--- config.mk ---
export PLATFORM = sky130hd
export DESIGN_NAME = runner_ctrl
export DESIGN_NICKNAME = d
export VERILOG_FILES = /design/src/rtl/runner_pkg.sv /design/src/rtl/runner_physics.sv /design/src/rtl/runner_ctrl.sv
export SDC_FILE = /design/constraint.sdc
export NUM_CORES = 1
export LEC_CHECK = 0
export CORE_MARGIN = 2
export CORE_UTILIZATION = 40
export DETAILED_ROUTE_END_ITERATION = 16
export PLACE_DENSITY_LB_ADDON = 0.15
export REMOVE_ABC_BUFFERS = 1
export SYNTH_ARGS = -nofsm -noshare
export SYNTH_HDL_FRONTEND = slang
export SYNTH_SLANG_ARGS = --single-unit
export TNS_END_PERCENT = 10
--- constraint.sdc ---
create_clock -name clk -period 8.42 [get_ports clk]
set_clock_uncertainty 0.05 [all_clocks]
set_input_delay 1.684 -clock clk [delete_from_list [all_inputs] [get_ports clk]]
set_output_delay 1.684 -clock clk [all_outputs]
set_load 0.01 [all_outputs]
--- src/rtl/runner_pkg.sv ---
// Shared types and default physics constants for the runner character.
// Used by runner_ctrl, runner_physics and by the renderer / collision logic.
package runner_pkg;

  localparam int DEF_POS_W           = 12;
  localparam int DEF_GROUND_Y        = 93;
  localparam int DEF_START_X         = 20;
  localparam int DEF_HEIGHT          = 47;
  localparam int DEF_WIDTH           = 44;
  localparam int DEF_WIDTH_DUCK      = 59;
  localparam int DEF_GRAV_NUM        = 6;
  localparam int DEF_GRAV_DEN        = 10;
  localparam int DEF_INIT_JUMP_V     = -10;
  localparam int DEF_DROP_V          = -5;
  localparam int DEF_SPEED_DROP_V    = 1;
  localparam int DEF_SPEED_DROP_COEF = 3;
  localparam int DEF_MIN_RISE        = 30;
  localparam int DEF_MAX_JUMP_Y      = 30;
  localparam int DEF_MAX_AIR_JUMPS   = 1;

  typedef enum logic [2:0] {
    WAITING, RUNNING, JUMPING, DROPPING, DUCKING, CRASHED
  } runner_state_t;

  typedef enum logic [2:0] {
    WAITING0, WAITING1, RUNNING0, RUNNING1, JUMPING0, DUCKING0, DUCKING1, CRASHED0
  } runner_frame_t;

  // Command from the FSM to the vertical integrator for one update tick.
  typedef enum logic [2:0] {
    PH_HOLD,    // no change
    PH_HOME,    // back on the ground: y=GROUND_Y, v=0, acc=0
    PH_LAUNCH,  // start (or restart) a jump
    PH_DROP,    // enter fast drop
    PH_STEP     // one airborne integration step
  } phys_cmd_t;

  // Sprite frame for a given state and animation phase (timer 0..59).
  function automatic runner_frame_t frame_of(runner_state_t s, logic [5:0] timer);
    int unsigned   t;
    runner_frame_t f;
    t = 32'(timer);
    case (s)
      WAITING:           f = (t >= 30) ? WAITING0 : WAITING1;
      RUNNING:           f = ((t % 10) <= 5) ? RUNNING0 : RUNNING1;
      JUMPING, DROPPING: f = JUMPING0;
      DUCKING:           f = ((t % 20) <= 10) ? DUCKING0 : DUCKING1;
      default:           f = CRASHED0;
    endcase
    return f;
  endfunction

endpackage

--- src/rtl/runner_physics.sv ---
// Vertical integrator for the runner: fractional gravity accumulator,
// velocity, y position and landing detection.
// Ports:
//   clk, rst      clock, synchronous active-high reset
//   i_cmd         per-tick command from the FSM (HOLD when no update)
//   i_dropping    selects the fast-drop coefficient for the step
//   i_jump/i_duck held controls (drop clamp and reached_min)
//   i_speed       game speed, adds to the launch velocity
//   o_y           top edge of the sprite (signed)
//   o_land        this tick's step would put the runner below ground
module runner_physics
  import runner_pkg::*;
#(
  parameter int POS_W           = DEF_POS_W,
  parameter int GROUND_Y        = DEF_GROUND_Y,
  parameter int GRAV_NUM        = DEF_GRAV_NUM,
  parameter int GRAV_DEN        = DEF_GRAV_DEN,
  parameter int INIT_JUMP_V     = DEF_INIT_JUMP_V,
  parameter int DROP_V          = DEF_DROP_V,
  parameter int SPEED_DROP_V    = DEF_SPEED_DROP_V,
  parameter int SPEED_DROP_COEF = DEF_SPEED_DROP_COEF,
  parameter int MIN_RISE        = DEF_MIN_RISE,
  parameter int MAX_JUMP_Y      = DEF_MAX_JUMP_Y
) (
  input  logic                    clk,
  input  logic                    rst,
  input  phys_cmd_t               i_cmd,
  input  logic                    i_dropping,
  input  logic                    i_jump,
  input  logic                    i_duck,
  input  logic [4:0]              i_speed,
  output logic signed [POS_W-1:0] o_y,
  output logic                    o_land
);

  localparam logic signed [POS_W-1:0] GROUND_S = POS_W'(GROUND_Y);
  localparam logic signed [POS_W-1:0] RISE_S   = POS_W'(GROUND_Y - MIN_RISE);
  localparam logic signed [POS_W-1:0] APEX_S   = POS_W'(MAX_JUMP_Y);
  localparam logic signed [9:0]       INIT_V_S = 10'(INIT_JUMP_V);
  localparam logic signed [9:0]       DROP_V_S = 10'(DROP_V);
  localparam logic signed [9:0]       SDROP_S  = 10'(SPEED_DROP_V);
  localparam logic [7:0]              GN       = 8'(GRAV_NUM);
  localparam logic [7:0]              GD       = 8'(GRAV_DEN);

  logic signed [POS_W-1:0] r_y;
  logic signed [9:0]       r_v;
  logic [7:0]              r_acc;
  logic                    r_min;

  logic signed [POS_W-1:0] w_coef;
  logic                    w_clamp;
  logic signed [9:0]       w_v_eff;
  logic                    w_carry;
  logic signed [9:0]       w_v_step;
  logic signed [POS_W-1:0] w_v_ext;
  logic signed [POS_W-1:0] w_vs_ext;
  logic signed [POS_W-1:0] w_y_test;
  logic signed [POS_W-1:0] w_y_step;
  logic [7:0]              w_acc_step;
  logic signed [9:0]       w_launch_v;
  logic                    w_min_air;

  // The drop clamp is applied before integration, so both the landing test
  // and the step use the clamped velocity.
  always_comb begin
    w_coef     = i_dropping ? POS_W'(SPEED_DROP_COEF) : POS_W'(1);
    w_clamp    = r_min && (!i_jump || (r_y < APEX_S)) && (r_v < DROP_V_S);
    w_v_eff    = w_clamp ? DROP_V_S : r_v;
    w_carry    = (r_acc + GN) >= GD;
    w_v_step   = w_carry ? (w_v_eff + 10'sd1) : w_v_eff;
    w_acc_step = w_carry ? (r_acc + GN - GD) : (r_acc + GN);
    w_v_ext    = POS_W'(w_v_eff);
    w_vs_ext   = POS_W'(w_v_step);
    w_y_test   = r_y + w_v_ext * w_coef;
    w_y_step   = r_y + w_vs_ext * w_coef;
    w_launch_v = INIT_V_S - $signed(10'(i_speed >> 3));
    w_min_air  = r_min | (r_y < RISE_S) | i_duck;
  end

  always_ff @(posedge clk) begin
    if (rst) begin
      r_y   <= GROUND_S;
      r_v   <= '0;
      r_acc <= '0;
      r_min <= 1'b0;
    end else begin
      case (i_cmd)
        PH_HOME: begin
          r_y   <= GROUND_S;
          r_v   <= '0;
          r_acc <= '0;
        end
        PH_LAUNCH: begin
          r_v   <= w_launch_v;
          r_acc <= '0;
          r_min <= 1'b0;
        end
        PH_DROP: begin
          r_v   <= SDROP_S;
          r_min <= w_min_air;
        end
        PH_STEP: begin
          r_y   <= w_y_step;
          r_v   <= w_v_step;
          r_acc <= w_acc_step;
          r_min <= w_min_air;
        end
        default: ;
      endcase
    end
  end

  assign o_y    = r_y;
  assign o_land = w_y_test > GROUND_S;

endmodule

--- src/rtl/runner_ctrl.sv ---
// Runner character controller: game-state FSM, horizontal position,
// air-jump budget and sprite frame selection. Vertical motion lives in
// runner_physics.
// Ports:
//   clk, rst        clock, synchronous active-high reset
//   update          game tick strobe; state/physics move only on it
//   timer           animation phase 0..59
//   speed           game speed (adds to jump launch velocity)
//   jump/duck       held controls
//   crash/restart   collision flag, leave CRASHED
//   x_pos/y_pos     sprite left/top edge (signed)
//   width/height    sprite bounding box
//   state/frame     current state, registered sprite frame
//   air_jumps_left  remaining extra jumps while airborne
module runner_ctrl
  import runner_pkg::*;
#(
  parameter int POS_W           = DEF_POS_W,
  parameter int GROUND_Y        = DEF_GROUND_Y,
  parameter int START_X         = DEF_START_X,
  parameter int HEIGHT          = DEF_HEIGHT,
  parameter int WIDTH           = DEF_WIDTH,
  parameter int WIDTH_DUCK      = DEF_WIDTH_DUCK,
  parameter int GRAV_NUM        = DEF_GRAV_NUM,
  parameter int GRAV_DEN        = DEF_GRAV_DEN,
  parameter int INIT_JUMP_V     = DEF_INIT_JUMP_V,
  parameter int DROP_V          = DEF_DROP_V,
  parameter int SPEED_DROP_V    = DEF_SPEED_DROP_V,
  parameter int SPEED_DROP_COEF = DEF_SPEED_DROP_COEF,
  parameter int MIN_RISE        = DEF_MIN_RISE,
  parameter int MAX_JUMP_Y      = DEF_MAX_JUMP_Y,
  parameter int MAX_AIR_JUMPS   = DEF_MAX_AIR_JUMPS
) (
  input  logic                    clk,
  input  logic                    rst,
  input  logic                    update,
  input  logic [5:0]              timer,
  input  logic [4:0]              speed,
  input  logic                    jump,
  input  logic                    duck,
  input  logic                    crash,
  input  logic                    restart,
  output logic signed [POS_W-1:0] x_pos,
  output logic signed [POS_W-1:0] y_pos,
  output logic [9:0]              width,
  output logic [9:0]              height,
  output runner_state_t           state,
  output runner_frame_t           frame,
  output logic [1:0]              air_jumps_left
);

  localparam logic signed [POS_W-1:0] START_X_S = POS_W'(START_X);
  localparam logic [1:0]              AJ_MAX    = 2'(MAX_AIR_JUMPS);

  runner_state_t           r_state;
  runner_frame_t           r_frame;
  logic signed [POS_W-1:0] r_x;
  logic                    r_jump_prev;
  logic [1:0]              r_aj;

  runner_state_t           w_state_nxt;
  runner_frame_t           w_frame_nxt;
  phys_cmd_t               w_cmd;
  logic signed [POS_W-1:0] w_x_nxt;
  logic [1:0]              w_aj_nxt;
  logic                    w_land;
  logic                    w_air_edge;
  logic                    w_dropping;

  assign w_air_edge = jump & ~r_jump_prev;
  assign w_dropping = (r_state == DROPPING);

  runner_physics #(
    .POS_W           (POS_W),
    .GROUND_Y        (GROUND_Y),
    .GRAV_NUM        (GRAV_NUM),
    .GRAV_DEN        (GRAV_DEN),
    .INIT_JUMP_V     (INIT_JUMP_V),
    .DROP_V          (DROP_V),
    .SPEED_DROP_V    (SPEED_DROP_V),
    .SPEED_DROP_COEF (SPEED_DROP_COEF),
    .MIN_RISE        (MIN_RISE),
    .MAX_JUMP_Y      (MAX_JUMP_Y)
  ) u_phys (
    .clk        (clk),
    .rst        (rst),
    .i_cmd      (w_cmd),
    .i_dropping (w_dropping),
    .i_jump     (jump),
    .i_duck     (duck),
    .i_speed    (speed),
    .o_y        (y_pos),
    .o_land     (w_land)
  );

  // State register
  always_ff @(posedge clk) begin
    if (rst)         r_state <= WAITING;
    else if (update) r_state <= w_state_nxt;
  end

  // Next state and per-tick commands
  always_comb begin
    w_state_nxt = r_state;
    w_cmd       = PH_HOLD;
    w_x_nxt     = r_x;
    w_aj_nxt    = r_aj;
    if (update) begin
      if (r_state == CRASHED && restart) begin
        w_state_nxt = WAITING;
        w_cmd       = PH_HOME;
        w_x_nxt     = START_X_S;
      end else if (crash) begin
        w_state_nxt = CRASHED;
        if (r_state == DUCKING) w_x_nxt = r_x + POS_W'(1);
      end else begin
        case (r_state)
          WAITING: if (jump) w_state_nxt = RUNNING;
          RUNNING: begin
            if (jump) begin
              w_state_nxt = JUMPING;
              w_cmd       = PH_LAUNCH;
              w_aj_nxt    = AJ_MAX;
            end else if (duck) begin
              w_state_nxt = DUCKING;
            end
          end
          DUCKING: if (!duck) w_state_nxt = RUNNING;
          JUMPING, DROPPING: begin
            // Landing wins over an air jump on the same tick.
            if (w_land) begin
              w_state_nxt = RUNNING;
              w_cmd       = PH_HOME;
              w_x_nxt     = START_X_S;
            end else if (w_air_edge && r_aj != 2'd0) begin
              w_state_nxt = JUMPING;
              w_cmd       = PH_LAUNCH;
              w_aj_nxt    = r_aj - 2'd1;
            end else if (r_state == JUMPING && duck) begin
              w_state_nxt = DROPPING;
              w_cmd       = PH_DROP;
            end else begin
              w_state_nxt = duck ? DROPPING : JUMPING;
              w_cmd       = PH_STEP;
            end
          end
          default: ;
        endcase
      end
    end
  end

  // Outputs: frame follows the state being entered, every cycle
  always_comb begin
    w_frame_nxt = frame_of(update ? w_state_nxt : r_state, timer);
    width       = (r_state == DUCKING) ? 10'(WIDTH_DUCK) : 10'(WIDTH);
    height      = 10'(HEIGHT);
  end

  always_ff @(posedge clk) begin
    if (rst) begin
      r_frame     <= WAITING0;
      r_x         <= START_X_S;
      r_jump_prev <= 1'b0;
      r_aj        <= AJ_MAX;
    end else begin
      r_frame <= w_frame_nxt;
      if (update) begin
        r_x         <= w_x_nxt;
        r_jump_prev <= jump;
        r_aj        <= w_aj_nxt;
      end
    end
  end

  assign state          = r_state;
  assign frame          = r_frame;
  assign x_pos          = r_x;
  assign air_jumps_left = r_aj;

endmodule

==> summary.md, run 1 <==
| Metric | Value |
|---|---|
| First-pass GRT wire length | `26300 um` |
| I/O pin count | `70` |
| Synth-to-Final Area Change | `11.2%` |
| CP startpoint kind | `input port` |
| Main synth FF type | `dfxtp_1` |
| Via/cell ratio | `5.70` |
| Power Density | `around 90 mW/mm^2` |
| Synthesis-stage register bit count | `just over 50` |
| Area of the multi-input gates | `0.00425 mm^2` |
| Clk sink count | `51` |
| Overall Global Routing Usage | `0.198` |
| CTS Buffer Depth | `2` |
| Setup crit end kind | `flop` |
| Slowest stage cell, crit path | `clkdlybuf4s50_1` |
| # hold bufs at CTS | `0` |
| Status | `finished, final reports clean` |
| Tcrit/Tclk final | `0.881` |
| Vias in the first global route | `about 5500` |
| DR DRC count | `0` |
| Crit Path Category | `in -> reg` |
| NumNets Final | `around 900` |
| Post-synth EDFFs | `0` |
| Htree depth | `2` |
| Setup violators final | `0` |
| Unrepaired setup endpoints after global routing | `false` |
| Req. time, crit path | `around 8600 ps` |
| Flip-flop and latch area | `0.00102 mm^2` |
| Post-synth cell types | `about 80` |
| Worst flop-to-flop path startpoint | `u_phys.o_y[6]$_SDFFE_PP1P_` |
| R2R Setup Slk | `roughly 2000 ps` |
| Final Hold Viols | `0` |
| Worst Hold Class | `reg -> reg` |
| Clock slew at reported path FFs | `70 ps` |
| Core Area | `0.0145 mm^2` |
| # port buffers | `50` |
| Die area | `0.0158 mm^2` |
| Core Rows | `44` |
| CTS buffer count | `5` |
| Slew Viols, Final | `0` |
| Syn Std Cell Area | `about 0.0059 mm^2` |
| Postcts setup bufs | `0` |
| Post-CTS sizing | `0` |
| Post-synth ARST share | `0` |
| CP cell instances | `clkdlybuf4s50_1, o311ai_1, o2111a_1, or2_2, nor2b_1, ha_1, fa_1, inv_1, fa_1, nor2b_1, o31a_1, or4_1, o311a_1, o211ai_1, o211a_1, o21ai_0, nand3b_1, o22a_1` |
| Minimum clock period | `approximately 7400 ps` |
| Rel. slew slack | `0.429` |
| Fmax | `135 MHz` |
| Register-to-Register Path Depth | `18` |
| Worst skew pair latency | `roughly 310 ps` |
| Final setup TNS | `0 ps` |
| Placer's final routability congestion estimate | `0.873` |
| Sequential area share after synthesis | `0.172` |
| Post-Route WL | `between 15000 and 20000 um` |
| CTS root buffer | `clkbuf_16` |
| Layout fillers | `~1500` |
| Initial antenna violation count | `0` |
| Tot Pwr | `about 0.6 mW` |
| Max-Cap Viols | `0` |
| Total gr overflow | `0` |
| Critical path's top delay family | `compound AO/OA/AOI/OAI gates` |
| Mapped Cells | `~800` |
| Worst slew pin tran | `853 ps` |
| Syn Area/Cell | `between 7 and 8 um^2` |
| Hold Startpoint | `r_jump_prev$_SDFFE_PP0P_` |
| Hold-critical path endpoint | `r_jump_prev$_SDFFE_PP0P_` |
| CP bufs+invs | `2` |
| Largest net degree at the start of global routing | `37` |
| Total number of yosys warnings | `0` |
| Initial Utilization | `0.408` |
| Post-route ant nets | `0` |
| Worst hold stages | `2` |
| Crit-path max FO | `11` |
| Ant diodes | `0` |
| Share of cells above drive strength 1 | `0.0347` |
| Post-DP HPWL | `between 10000 and 15000 um` |
| CTS tree | `built` |
| Worst EP arrival | `approximately 7600 ps` |
| Leakage | `between 2 and 3 nW` |
| Initial DRC count | `roughly 320` |
| Peak VDD IR | `about 0.000062 V` |
| DR vias | `around 5700` |
| WL/cell | `approximately 16 um` |
| Drt first pass iters | `5` |
| Worst path max stage delay | `between 600 and 700 ps` |
| Reg2reg end | `u_phys.o_y[0]$_SDFFE_PP1P_` |
| Die Y-Extent | `126 um` |
| Die X | `between 100 and 150 um` |
## registers in the layout, indices dropped and copies added, names as in the netlist
name,flops
u_phys.o_y,12
x_pos,12
u_phys.r_v,10
u_phys.r_acc,7
frame,3
state,3
air_jumps_left,2
r_jump_prev,1
u_phys.r_min,1
## cell usage after synthesis (12+ instances only)
| library cell | n | area (um^2) |
|---|---|---|
| inv_1 | 115 | 432 |
| nor2_1 | 70 | 263 |
| ha_1 | 52 | 651 |
| dfxtp_1 | 51 | 1020 |
| a21oi_1 | 46 | 230 |
| nand2_1 | 36 | 135 |
| o21ai_0 | 31 | 155 |
| xnor2_1 | 27 | 236 |
| clkbuf_1 | 25 | 93.8 |
| fa_1 | 20 | 400 |
| buf_4 | 18 | 135 |
| nand3_1 | 17 | 85.1 |
| nor2b_1 | 16 | 100 |
| nand2b_1 | 15 | 93.8 |
| a31oi_1 | 13 | 81.3 |
| a21o_1 | 12 | 90.1 |
| o211ai_1 | 12 | 90.1 |
| o21a_1 | 12 | 90.1 |
## cells by family (layout without fill, tap and decap cells)
kind of cell,after synthesis,count (layout),share of synthesized area
xor+xnor,36,36,0.0557
other cells,2,16,0.00127
buf+inv,168,175,0.120
mux,6,6,0.0103
simple gates,237,237,0.209
compound gates,214,214,0.254
fa+ha+maj,72,72,0.177
flops,51,51,0.172
## per-stage QoR
step	setup WS, ps	hold slack [ps]	cell area [um^2]	util	std cells
after global routing	773	440	6590	0.454	991
after floorplan	2510	394	5710	-	747
after detailed placement	853	417	6450	0.444	983
after CTS	1130	428	6590	0.454	991
final	1010	429	6590	0.454	991
after global placement	930	415	6450	0.444	983
## placed cells by master, fill, tap and decap left out, drive strengths merged, types with 16 or more instances in the layout
master / synthesis / layout
nand2: 36 / 36
xnor2: 27 / 27
a21oi: 46 / 46
clkdlybuf4s50: 0 / 50
o21ai: 34 / 34
fa: 20 / 20
ha: 52 / 52
conb: 2 / 16
nor2: 72 / 72
nor2b: 16 / 16
inv: 115 / 115
dfxtp: 51 / 51
nand3: 17 / 17
## where the power goes
| part | internal (mW) | total, mW | switching (mW) |
|---|---|---|---|
| combinational | 0.0545 | 0.137 | 0.0826 |
| clock | 0.110 | 0.215 | 0.104 |
| sequential | 0.245 | 0.249 | 0.00428 |
| total | 0.410 | 0.601 | 0.191 |
## worst register-to-register path, cell delays in order (launching register included)
cell and delay, ps:
dfxtp_1 330, or4_1 600, o311ai_1 300, o2111a_1 480, or2_2 230, nor2b_1 140, ha_1 270, fa_1 540
inv_1 70, fa_1 440, nor2b_1 240, o31a_1 260, or4_1 160, o311a_1 250, o211ai_1 210, o211a_1 270
o21ai_0 630, nand3b_1 530, o22a_1 320
## layer usage
metal | global-route usage | vias to the layer above | wire, um
met5 | 0 | - | 0
met4 | 0.0672 | 0 | 357
met3 | 0.0200 | 21 | 592
met2 | 0.351 | 147 | 7740
met1 | 0.252 | 2704 | 7040
li1 | - | 2781 | -
## area by class of cell
class | instances | area share
Clock inverter | 2 | 0.00190
Tap cell | 184 | 0.0349
Inverter | 115 | 0.0655
Clock buffer | 6 | 0.0195
Sequential cell | 51 | 0.155
Multi-Input combinational cell | 581 | 0.645
Timing Repair Buffer | 52 | 0.0782
## how the worst max path moves through the flow
| stage | startpoint | to | cells after the start |
|---|---|---|---|
| 2_1_floorplan | jump | u_phys.o_y[11]$_SDFFE_PP0P_ | 20 |
| 3_3_place_gp | jump | u_phys.o_y[0]$_SDFFE_PP1P_ | 18 |
| 3_5_place_dp | jump | u_phys.o_y[4]$_SDFFE_PP1P_ | 18 |
| 4_1_cts | jump | u_phys.o_y[4]$_SDFFE_PP1P_ | 18 |
| 5_1_grt | jump | u_phys.o_y[11]$_SDFFE_PP0P_ | 18 |
| 6_report | jump | u_phys.o_y[0]$_SDFFE_PP1P_ | 18 |
No activity file was read; power rests on OpenSTA's default activity.
==> run 2: changes to the inputs <==
CORE_MARGIN = default   (was 2)
GPL_TIMING_DRIVEN = 0   (was default)
SETUP_SLACK_MARGIN = 0.5   (was default)
==> summary.md, run 2 (synthesis gave the netlist of run 1 again) <==
| Metric | Value |
|---|---|
| R2R Setup Slk | `2070 ps (+60 ps)` |
| Post-Route WL | `15000 um (-4.5%)` |
| Placer's final routability congestion estimate | `0.852 (-2.3%)` |
| Die area | `0.0153 mm^2 (-3.2%)` |
| Total gr overflow | `0 (unchanged)` |
| Die X | `124 um (-1.6%)` |
| Peak VDD IR | `0.0000675 V (+8.8%)` |
| Max-Cap Viols | `0 (unchanged)` |
| Worst Hold Class | `reg -> reg` |
| Commonest non-fill, non-tap cells in the layout | `inv_1 (115), nor2_1 (70), ha_1 (52), dfxtp_1 (51), clkdlybuf4s50_1 (49)` |
| Final setup TNS | `0 ps (unchanged)` |
| Vias in the first global route | `5301 (-3.2%)` |
| DP Area | `0.00644 mm^2 (-0.23%)` |
| Largest net degree at the start of global routing | `37 (unchanged)` |
| Initial antenna violation count | `0 (unchanged)` |
| Synth-to-Final Area Change | `10.9%` |
| # hold bufs at CTS | `0 (unchanged)` |
| NumNets Final | `894 (-0.22%)` |
| Core Rows | `44 (unchanged)` |
| CP startpoint kind | `input port` |
| Fmax | `142 MHz (+5.0%)` |
| Crit-path max FO | `11 (unchanged)` |
| Fin cells | `989 (-0.20%)` |
| CTS buffer count | `5 (unchanged)` |
| Initial Utilization | `0.410 (+0.00155)` |
| Initial DRC count | `321 (+1.6%)` |
| CTS tree | `built` |
| Die Y-Extent | `124 um (-1.6%)` |
| Slew Viols, Final | `0 (unchanged)` |
| Tcrit/Tclk final | `0.839 (-0.0420)` |
| Power Density | `90.9 mW/mm^2 (-0.34%)` |
| Unrepaired setup endpoints after global routing | `false` |
| Status | `finished, final reports clean` |
| CTS root buffer | `clkbuf_16` |
| Overall Global Routing Usage | `0.207 (+0.00908)` |
| Ant diodes | `0 (unchanged)` |
| Commonest non-fill, non-tap cell in the layout | `inv_1` |
| Clock slew at reported path FFs | `70 ps (about the same)` |
| Post-DP HPWL | `11600 um (-3.4%)` |
| Htree depth | `2 (unchanged)` |
| Worst EP arrival | `7150 ps (-410 ps)` |
| DR vias | `5534 (-2.1%)` |
| Core Area | `0.0145 mm^2 (-0.38%)` |
| Setup crit end kind | `flop` |
| I/O pin count | `70 (unchanged)` |
| Clk sink count | `51 (unchanged)` |
| Postcts setup bufs | `0 (unchanged)` |
| Share of cells above drive strength 1 | `0.0348 (+0.0000862)` |
| Minimum clock period | `7060 ps (-354 ps)` |
| Worst slew pin tran | `1100 ps (+246 ps)` |
| Req. time, crit path | `8510 ps (-60 ps)` |
| Setup violators final | `0 (unchanged)` |
| CTS Buffer Depth | `2 (unchanged)` |
| Post-CTS sizing | `0 (unchanged)` |
| Via/cell ratio | `5.60 (-1.9%)` |
| Crit Path Category | `in -> reg` |
| Leakage | `2.86 nW (-0.11%)` |
| Layout fillers | `1486 (-1.3%)` |
| Worst skew pair latency | `300 ps (about the same)` |
| Placed cell count | `981 (-0.20%)` |
| # port buffers | `50 (unchanged)` |
| Final Hold Viols | `0 (unchanged)` |
| Fin area | `0.00658 mm^2 (-0.27%)` |
| WL/cell | `15.2 um (-4.3%)` |
| Drt first pass iters | `5 (unchanged)` |
| Rel. slew slack | `0.267 (-0.162)` |
| DR DRC count | `0 (unchanged)` |
| First-pass GRT wire length | `25300 um (-3.5%)` |
| Post-route ant nets | `0 (unchanged)` |
-- run 2: changes by cell type in the layout (fill, tap and decap cells not counted), sizes merged --
cell and delta:
inv +1, clkinvlp -1, clkbuf -1, buf -1, clkdlybuf4s50 -1, clkinv +1
-- run 2: per-stage QoR --
| step | total power [mW] | hold slack [ps] | setup WS [ps] | utilization |
|---|---|---|---|---|
| after global placement | 0.386 | 418 | 1020 | 0.445 |
| after CTS | 0.605 | 430 | 1320 | 0.455 |
| after floorplan | 0.342 | 394 | 2510 | - |
| final | 0.598 | 428 | 1360 | 0.454 |
| after global routing | 0.630 | 459 | 937 | 0.454 |
| after detailed placement | 0.389 | 417 | 1010 | 0.445 |
-- run 2: final cells by class --
class	count	area (um^2)	area share
tap	184	230	0.0350
timing repair buffer	50	495	0.0753
sequential	51	1020	0.155
clock buffer	5	125	0.0190
clock inverter	3	18.8	0.00285
multi-input combinational	581	4250	0.647
inverter	115	432	0.0656
-- run 2: critical path, cell delays in order --
cell and delay (ps):
clkdlybuf4s50_1 630, o311ai_1 150, o2111a_1 300, or2_2 380
nor2b_1 140, ha_1 320, fa_1 540, inv_1 60
fa_1 440, nor2b_1 190, o31a_1 230, or4_1 150
o311a_1 220, o211ai_1 210, o211ai_2 470, nand2b_1 320
a21oi_1 570, o32ai_1 140
-- run 2: worst paths after layout --
| path | from | endpoint | cells after the start |
|---|---|---|---|
| max | jump | u_phys.r_acc[7]$_SDFFE_PP0P_ | 18 |
| min | r_jump_prev$_SDFFE_PP0P_ | r_jump_prev$_SDFFE_PP0P_ | 2 |
| max reg2reg | u_phys.r_acc[1]$_SDFFE_PP0P_ | u_phys.o_y[11]$_SDFFE_PP0P_ | 22 |
| min reg2reg | r_jump_prev$_SDFFE_PP0P_ | r_jump_prev$_SDFFE_PP0P_ | 2 |
-- run 2: power by group --
group / internal [mW] / total, mW / leakage [nW] / switching, mW
Combinational: 0.0538 / 0.135 / 2.37 / 0.0807
Clock: 0.111 / 0.214 / 0.0740 / 0.103
Sequential: 0.245 / 0.249 / 0.413 / 0.00416
Total: 0.410 / 0.598 / 2.86 / 0.188
-- run 2: routing by layer --
metal,GRT usage,part of all wire,vias to the layer above,wire length [um]
met5,0,0,-,0
met4,0.0542,0.016,0,246
met2,0.368,0.49,123,7380
li1,-,-,2768,-
met1,0.267,0.46,2631,6860
met3,0.0197,0.035,12,529
==> run 3: changes to the inputs <==
clock period = 5.93 ns   (was 8.42 ns; I/O delays follow)
==> summary.md, run 3 (synthesis gave the netlist of run 1 again) <==
| Metric | Value |
|---|---|
| Status | `finished, final reports clean` |
| Worst skew pair latency | `300 ps (about the same)` |
| Worst Hold Class | `reg -> reg` |
| Unrepaired setup endpoints after global routing | `true` |
| Initial Utilization | `0.410 (unchanged)` |
| Total gr overflow | `0 (unchanged)` |
| Die Y-Extent | `124 um (unchanged)` |
| CP startpoint kind | `input port` |
| Worst Setup SP | `jump` |
| DR vias | `5715 (+3.3%)` |
| Post-Route WL | `16200 um (+7.8%)` |
| Commonest non-fill, non-tap cells in the layout | `inv_1 (114), nor2_1 (65), dfxtp_1 (48), ha_1 (47), clkdlybuf4s50_1 (46)` |
| Clock slew at reported path FFs | `80 ps (about the same)` |
| Setup violators final | `0 (unchanged)` |
| CTS buffer count | `5 (unchanged)` |
| Leakage | `3.12 nW (+9.1%)` |
| Worst flop-to-flop path startpoint | `u_phys.o_y[9]$_SDFFE_PP0P_` |
| Share of cells above drive strength 1 | `0.140 (+0.106)` |
| Vias in the first global route | `5420 (+2.2%)` |
| Slew Viols, Final | `0 (unchanged)` |
| Peak VDD IR | `0.000105 V (+56%)` |
| Initial antenna violation count | `0 (unchanged)` |
| CTS Buffer Depth | `2 (unchanged)` |
| Power Density | `121 mW/mm^2 (+33%)` |
| Post-DP HPWL | `11600 um (unchanged)` |
| Initial DRC count | `294 (-8.4%)` |
| Worst EP arrival | `5440 ps (-1710 ps)` |
| Drt first pass iters | `6 (+1)` |
| Synth-to-Final Area Change | `21.8%` |
| DR DRC count | `0 (unchanged)` |
| Final setup TNS | `0 ps (unchanged)` |
| Worst slew pin tran | `862 ps (-237 ps)` |
| Max-Cap Viols | `0 (unchanged)` |
| CTS root buffer | `clkbuf_16` |
| Pre-CTS setup slack | `-979 ps (-1990 ps)` |
| Fmax | `~190 MHz` |
| Die area | `0.0153 mm^2 (unchanged)` |
| WL/cell | `15.9 um (+4.7%)` |
| Via/cell ratio | `5.61 (+0.33%)` |
| Final Hold Viols | `0 (unchanged)` |
| Setup ws final | `641 ps (-718 ps)` |
| # port buffers | `50 (unchanged)` |
| Ant diodes | `0 (unchanged)` |
| NumNets Final | `923 (+3.2%)` |
| # hold bufs at CTS | `0 (unchanged)` |
| Minimum clock period | `5290 ps` |
| Core Area | `0.0145 mm^2 (unchanged)` |
| Htree depth | `2 (unchanged)` |
| Post-route ant nets | `0 (unchanged)` |
| Overall Global Routing Usage | `0.213 (+0.00583)` |
| Tcrit/Tclk final | `0.892` |
| Clk sink count | `51 (unchanged)` |
| Largest net degree at the start of global routing | `37 (unchanged)` |
| Fin area | `0.00722 mm^2 (+9.8%)` |
| Hold Startpoint | `r_jump_prev$_SDFFE_PP0P_` |
| Die X | `124 um (unchanged)` |
| Commonest non-fill, non-tap cell in the layout | `inv_1` |
| I/O pin count | `70 (unchanged)` |
| Req. time, crit path | `6080 ps (-2430 ps)` |
| Crit-path max FO | `6 (-5)` |
| First-pass GRT wire length | `26000 um (+2.5%)` |
| Core Rows | `44 (unchanged)` |
| Crit Path Category | `in -> reg` |
| CTS tree | `built` |
| DP Area | `0.00644 mm^2 (unchanged)` |
| Final Core Density | `0.499 (+0.0447)` |
| Setup crit end kind | `flop` |
| Rel. slew slack | `0.420 (+0.153)` |
| Placer's final routability congestion estimate | `0.852 (unchanged)` |
[run 3: cell types whose count changed in the layout (fill, tap and decap cells not counted), moves of 4 or more]
cell	before	now
a21oi_1	46	38
a21oi_2	0	5
buf_4	0	28
ha_1	52	47
ha_4	0	5
nor2_1	70	65
nor2_4	0	4
xnor2_1	27	23
[run 3: path summary, 6_finish.rpt]
check | to | slack [ps] | cells after the start
setup / recovery | u_phys.o_y[11]$_SDFFE_PP0P_ | 640 | 22
hold / removal | r_jump_prev$_SDFFE_PP0P_ | 430 | 2
setup reg to reg | u_phys.o_y[11]$_SDFFE_PP0P_ | 650 | 23
hold reg to reg | r_jump_prev$_SDFFE_PP0P_ | 430 | 2
[run 3: through the flow]
stage | instances | total power, mW | hold slack (ps)
floorplan | 747 | 0.486 | 394
global placement | 981 | 0.548 | 418
detailed placement | 981 | 0.552 | 417
CTS | 1003 | 0.869 | 430
global route | 1018 | 0.917 | 459
finish | 1018 | 0.875 | 430
[run 3: layout make-up]
cell class,count,area (um^2)
fillers,1417,7260
multi-input cells,582,4680
repair buffers,78,706
clock inverters,3,18.8
inverters,115,432
well taps,184,230
clock buffers,5,125
flip-flops and latches,51,1030
[run 3: layer usage]
layer / routed length (um) / vias up / track usage
met2: 8170 / 152 / 0.383
met4: 307 / 0 / 0.0595
li1: - / 2821 / -
met1: 7130 / 2722 / 0.270
met5: 0 / - / 0
met3: 578 / 20 / 0.0183
[run 3: power breakdown]
| part | switching (mW) | total (mW) | internal (mW) |
|---|---|---|---|
| clock network | 0.150 | 0.307 | 0.157 |
| logic | 0.125 | 0.214 | 0.0890 |
| registers | 0.00637 | 0.354 | 0.348 |
[run 3: worst max-delay path: stages]
cell and delay (ps):
buf_4 150, o311ai_4 100, o2111a_2 220, nor2_2 190, inv_2 90, ha_4 250
mux2i_4 190, nor2_1 70, ha_1 310, inv_1 50, fa_1 490, inv_1 60
fa_2 350, a21o_1 210, a21oi_4 150, o21bai_2 100, a2111o_1 460, a41oi_2 260
xor2_2 240, nor4_2 60, a31oi_1 160, o21ai_1 80
[run 3: what timing repair did]
action / CTS / global route
setup endpoints to repair: 49 / 47
pin swaps: 12 / 30
gates cloned: 0 / 1
gates resized for setup: 44 / 57
buffers inserted: 14 / 14
